<file path="src/rtl/seq_arb_pkg.sv">
// Shared types for the sequence-engine arbiter:
// controller state encoding and expected engine output per state.
package seq_arb_pkg;

  typedef enum logic [2:0] {
    S_IDLE = 3'd0,
    S_ARM1 = 3'd1,
    S_ARM2 = 3'd2,
    S_RUN  = 3'd3,
    S_FIN  = 3'd4,
    S_ERR  = 3'd5
  } state_t;

  // Engine y seen while the controller sits in state s
  function automatic logic exp_y(input state_t s);
    logic v;
    v = 1'b1;
    case (s)
      S_ARM1:  v = 1'b1;
      S_ARM2:  v = 1'b0;
      S_RUN:   v = 1'b0;
      S_FIN:   v = 1'b1;
      default: v = 1'b1;
    endcase
    return v;
  endfunction

endpackage

</file>
<file path="src/rtl/rr_pick.sv">
// Combinational round-robin picker: first set request
// searching circularly from ptr+1.
module rr_pick #(
  parameter int N = 4,
  localparam int PW = $clog2(N)
) (
  input  logic [N-1:0]  req_masked,
  input  logic [PW-1:0] ptr,
  output logic [N-1:0]  win,
  output logic [PW-1:0] win_idx
);

  always_comb begin
    int            w_k;
    logic [PW-1:0] w_idx;
    logic          w_found;
    win     = '0;
    win_idx = '0;
    w_found = 1'b0;
    w_k     = 0;
    w_idx   = '0;
    for (int i = 1; i <= N; i++) begin
      w_k = int'(ptr) + i;
      if (w_k >= N) w_k = w_k - N;
      w_idx = w_k[PW-1:0];
      if (!w_found && req_masked[w_idx]) begin
        w_found    = 1'b1;
        win[w_idx] = 1'b1;
        win_idx    = w_idx;
      end
    end
  end

endmodule

</file>
<file path="src/rtl/seq_arbiter.sv">
// Round-robin owner of a shared 4-state pulse-sequence engine:
// steps it through a->b->c->d->a per job and checks y each step.
module seq_arbiter
  import seq_arb_pkg::*;
#(
  parameter int N = 4
) (
  input  logic         clk,
  input  logic         rst,
  input  logic [N-1:0] req,
  output logic [N-1:0] gnt,
  output logic [N-1:0] done,
  output logic         eng_x,
  input  logic         eng_y,
  output logic         busy,
  output logic         err
);

  localparam int PW = $clog2(N);

  state_t        r_state;
  state_t        w_next;
  logic [N-1:0]  r_gnt;
  logic [N-1:0]  r_done;
  logic [PW-1:0] r_ptr;
  logic [N-1:0]  w_req_m;
  logic [N-1:0]  w_win;
  logic [PW-1:0] w_win_idx;
  logic          w_y_ok;

  // The served requester is masked during its done cycle
  assign w_req_m = req & ~r_done;
  assign w_y_ok  = (eng_y == exp_y(r_state));

  rr_pick #(.N(N)) u_pick (
    .req_masked (w_req_m),
    .ptr        (r_ptr),
    .win        (w_win),
    .win_idx    (w_win_idx)
  );

  always_ff @(negedge clk or negedge rst) begin
    if (!rst) r_state <= S_IDLE;
    else      r_state <= w_next;
  end

  always_comb begin
    w_next = r_state;
    unique case (r_state)
      S_IDLE: begin
        if (!eng_y)        w_next = S_ERR;
        else if (|w_req_m) w_next = S_ARM1;
        else               w_next = S_IDLE;
      end
      S_ARM1:  w_next = w_y_ok ? S_ARM2 : S_ERR;
      S_ARM2:  w_next = w_y_ok ? S_RUN  : S_ERR;
      S_RUN:   w_next = w_y_ok ? S_FIN  : S_ERR;
      S_FIN:   w_next = w_y_ok ? S_IDLE : S_ERR;
      S_ERR:   w_next = S_ERR;
      default: w_next = S_ERR;
    endcase
  end

  always_comb begin
    eng_x = 1'b1;
    busy  = 1'b0;
    err   = 1'b0;
    unique case (r_state)
      S_ARM1, S_ARM2: begin
        eng_x = 1'b0;
        busy  = 1'b1;
      end
      S_RUN, S_FIN: busy = 1'b1;
      S_ERR:        err  = 1'b1;
      default: ;
    endcase
  end

  always_ff @(negedge clk or negedge rst) begin
    if (!rst) begin
      r_gnt  <= '0;
      r_done <= '0;
      r_ptr  <= PW'(N - 1);
    end else begin
      r_done <= '0;
      if (r_state == S_IDLE && w_next == S_ARM1) begin
        r_gnt <= w_win;
        r_ptr <= w_win_idx;
      end
      if (r_state == S_FIN && w_next == S_IDLE) begin
        r_done <= r_gnt;
        r_gnt  <= '0;
      end
      if (w_next == S_ERR) r_gnt <= '0;
    end
  end

  assign gnt  = r_gnt;
  assign done = r_done;

endmodule
</file>
<file path="config.mk">
export PLATFORM = sky130hd
export DESIGN_NAME = seq_arbiter
export DESIGN_NICKNAME = d
export VERILOG_FILES = /design/src/rtl/seq_arb_pkg.sv /design/src/rtl/rr_pick.sv /design/src/rtl/seq_arbiter.sv
export SDC_FILE = /design/constraint.sdc
export NUM_CORES = 1
export LEC_CHECK = 0
export CAP_MARGIN = 10
export CELL_PAD_IN_SITES_DETAIL_PLACEMENT = 1
export CELL_PAD_IN_SITES_GLOBAL_PLACEMENT = 2
export CORE_MARGIN = 2
export CORE_UTILIZATION = 32
export CTS_CLUSTER_DIAMETER = 80
export DETAILED_ROUTE_END_ITERATION = 10
export MAX_ROUTING_LAYER = met4
export PLACE_DENSITY_LB_ADDON = 0.2
export SETUP_SLACK_MARGIN = 0.3
export SLEW_MARGIN = 10
export SYNTH_ARGS = -nofsm -noshare
export SYNTH_HDL_FRONTEND = slang
export SYNTH_SLANG_ARGS = --single-unit
</file>
<file path="constraint.sdc">
create_clock -name clk -period 2.9 [get_ports clk]
set_clock_uncertainty 0.1 [all_clocks]
set_input_delay 0.725 -clock clk [delete_from_list [all_inputs] [get_ports clk]]
set_output_delay 0.725 -clock clk [all_outputs]
set_load 0.05 [all_outputs]
</file>
==> results.tsv <==
stage	metric	value	unit
timing	Slew Limit Fails	0	
power_and_ir_drop	Psw	0.4567	mW
die	Core Box Area	3028	sq um
global_route	initial antenna violation count	0	
worst_setup_path	Worst Path Required	2080	ps
final_layout	# diodes	0	
detailed_routing	Total Wirelength	3639	um
timing	final setup fails	19	
die	die area	3613	sq um
min_path	hold crit path type	register to register	
run_status	status	finished, violations left	
synthesis	Syn Area/Cell	10.07	sq um
placed_design	GP Congestion	0.8578	
power_and_ir_drop	cell leakage power	0.8268	nW
cts	H-tree levels	1	
global_route	number of global-route vias before repair	1114	
worst_setup_path	buffers plus inverters on the worst setup path	1	
worst_setup_path	Slowest-stage cell, CP	dfrtn_1	
final_layout	final net count	168	
power_and_ir_drop	Gate power share	0.626	
worst_setup_path	critical path startpoint category	register	
global_route	gr ovfl total	0	
worst_setup_path	Worst path max stage delay	560	ps
die	die height	60.11	um
detailed_routing	ANT nets after route	0	
die	Initial Utilization	0.3326	
worst_setup_path	worst-path maximum fanout	4	
cts	Clk pin slew, worst setup/hold paths	60	ps
worst_setup_path	CP Class	register to primary output	
detailed_routing	detailed-route via count	1003	
cts	clock root buffer	clkbuf_4	
placed_design	DP Wirelength	2272	um
final_layout	final design utilization	0.6202	
detailed_routing	vias per inst	5.117	
global_route	Total Routing Usage GR	0.2207	
global_route	pin count of the biggest net entering global routing	13	
placed_design	dpl cells	180	
timing	Max-Slew Margin vs Limit	0.7782	
timing	Worst-Margin Slew	332.7	ps
die	boundary pin count	18	
worst_setup_path	Worst Setup SP	r_state[1]$_DFF_NN0_	
power_and_ir_drop	PwrDens	539.0	nW/um^2
power_and_ir_drop	Sw Share	0.4512	
detailed_routing	drt first-iter violations	38	
synthesis	Yosys reg bits	13	
synthesis	Ys Warns	0	
global_route	first-pass GRT wire length	5630	um
worst_setup_path	crit end category	primary output	
timing	unrepaired setup endpoints after global routing	true	
final_layout	layout cell share with drive strength beyond 1	0.6118	
detailed_routing	first-pass iteration count of the detailed router	4	
timing	Hold Violations, Final	0	
power_and_ir_drop	peak supply drop	0.2513	mV
synthesis	mapped cell area	1007	sq um
power_and_ir_drop	share of power burned in registers	0.251	
worst_setup_path	worst r2r src	r_ptr[0]$_DFFE_NN1P_	
placed_design	DP Worst Slack	-1208	ps
detailed_routing	DR WL/cell	18.57	um
cts	TritonCTS clock tree	done	
die	# rows	20	
min_path	Hold Crit Start	r_state[2]$_DFF_NN0_	
cts	clock tree buffer depth	2	
synthesis	post-synth net total	115	
synthesis	Distinct cells, synth	36	
cts	Num Clock Sinks	13	
synthesis	Post-Syn Instances	100	
timing	PnR worst setup slack	-659.7	ps
timing	TNS Setup	-7202	ps
placed_design	PortBufs	17	
synthesis	register area share after synthesis	0.3255	
final_layout	Non-Filler Instances	196	
die	die width	60.11	um
run_status	failing checks	setup timing	
power_and_ir_drop	cell-internal power	0.5556	mW
worst_setup_path	critical path's top delay family	flip-flops	
power_and_ir_drop	Clock power frac	0.123	
worst_setup_path	cell-by-cell trace of the critical path	xor2_2 > nand2_4 > buf_12	
cts	clk_lat worst skew	330	ps
final_layout	Layout area overhead	86.46	%
detailed_routing	detailed-route DRC error count	0	
run	Max Cap Violations	0	
worst_setup_path	worst path arrival time	2730	ps
cts	number of CTS-inserted buffers	3	
==> synth_stat cells <==
cell type | instances | share of area
mux4_2 | 3 | 0.067
o21a_1 | 1 | 0.0075
xnor2_1 | 2 | 0.017
a21oi_1 | 8 | 0.040
xor2_1 | 1 | 0.0087
a21oi_2 | 1 | 0.0087
and3_1 | 4 | 0.025
dfrtn_1 | 11 | 0.27
nor2_1 | 5 | 0.019
o221ai_1 | 1 | 0.0087
dfstp_2 | 2 | 0.052
o21ai_1 | 4 | 0.020
ha_1 | 8 | 0.099
inv_2 | 1 | 0.0037
inv_1 | 2 | 0.0075
nor2b_4 | 1 | 0.014
nand3_1 | 1 | 0.0050
a41oi_1 | 1 | 0.0087
mux2i_1 | 1 | 0.0099
nand2b_4 | 1 | 0.014
o21ai_0 | 4 | 0.020
and2_1 | 5 | 0.031
o22a_1 | 1 | 0.0087
nand2_1 | 2 | 0.0075
nor3b_1 | 5 | 0.037
a221oi_1 | 4 | 0.035
mux2_2 | 1 | 0.011
nor2_2 | 2 | 0.012
o211ai_1 | 2 | 0.015
nand2b_1 | 5 | 0.031
clkbuf_1 | 2 | 0.0075
inv_6 | 1 | 0.0087
buf_6 | 1 | 0.011
nor3_1 | 1 | 0.0050
mux4_1 | 1 | 0.026
nor2b_1 | 4 | 0.025
==> per-layer routing <==
layer  track usage  wire, um  vias up  share of wire
met1        0.2953      1620      506           0.45
met5             -         0        -              0
met3       0.02165        65        4          0.018
met2        0.3618      1912       19           0.53
li1              -         -      474              -
met4       0.04762        40        0          0.011
==> placed cells by master, fill, tap and decap left out, types with 3 or more instances in the layout <==
cell	instances
a21oi_1	5
a21oi_2	3
a221oi_2	4
and2_1	5
and3_4	4
buf_12	12
buf_4	25
buf_6	10
clkbuf_4	3
dfrtn_1	11
ha_1	8
inv_1	3
mux4_2	4
nand2b_4	4
nor2_1	3
nor2_4	3
nor2b_4	5
nor3b_1	4
o21ai_0	4
==> repair_timing <==
action                                  CTS  global route
resized for setup                        45             8
hold buffers                              0             0
endpoints found under the setup margin   24            24
buffers inserted                          7             3
pin swaps                                 9             8
cloned                                    1             0
==> path summary, 6_finish.rpt <==
check                      slack [ps]  cells after the start              endpoint
min in group asynchronous        2100                      2    gnt[2]$_DFFE_NN0P_
max in group asynchronous         450                      2     done[3]$_DFF_NN0_
min                               500                      2  r_state[1]$_DFF_NN0_
max                              -660                      3                 eng_x
min reg2reg                       500                      2  r_state[1]$_DFF_NN0_
max reg2reg                       370                      7  r_ptr[1]$_DFFE_NN1P_
==> tightest hold or removal path: stages, from the launching register on <==
cell and delay (ps):
dfrtn_1 380, buf_4 210, nor2_4 100
==> through the flow <==
step | hold slack (ps) | instance area [sq um] | power, mW
after CTS | 491.8 | 1815 | 0.9770
after global placement | 460.1 | 1625 | 0.7658
after detailed placement | 474.6 | 1625 | 0.7825
final | 503.9 | 1878 | 1.012
after floorplan | 425.0 | 1142 | 0.6323
after global routing | 542.1 | 1878 | 1.076
==> cell type report <==
cell class              count  area, sq um
flip-flops and latches     13        327.8
clock inverters             2        7.507
inverters                   3        16.27
multi-input cells          81        879.6
clock buffers               4        26.28
repair buffers             49        565.5
well taps                  44        55.05
fillers                   325         1150
==> power by group through the flow <==
stage	Clock (mW)	Sequential [mW]	Combinational [mW]
2_1_floorplan	0.00648	0.227	0.399
5_1_grt	0.145	0.261	0.670
3_3_place_gp	0.00648	0.254	0.505
4_1_cts	0.127	0.255	0.595
3_5_place_dp	0.00648	0.256	0.520
6_report	0.125	0.254	0.633
==> kinds of logic (layout without fill, tap and decap cells) <==
logic type                 Yosys count  after routing  synth area share
and+or+nand+nor                     36             36            0.2248
muxes                                6              7            0.1143
DFF                                 13             13            0.3255
AOI/OAI and AO/OA                   27             27            0.1714
xor gates and xnor gates             3              3           0.02609
buffers and inverters                7             58           0.03851
adders and majority gates            8              8           0.09938
==> flip-flops by register name, indices dropped and copies added, names as in the netlist <==
| register | count |
|---|---|
| done | 4 |
| r_ptr | 2 |
| r_state | 3 |
| gnt | 4 |
(Power assumes the default switching activity.)
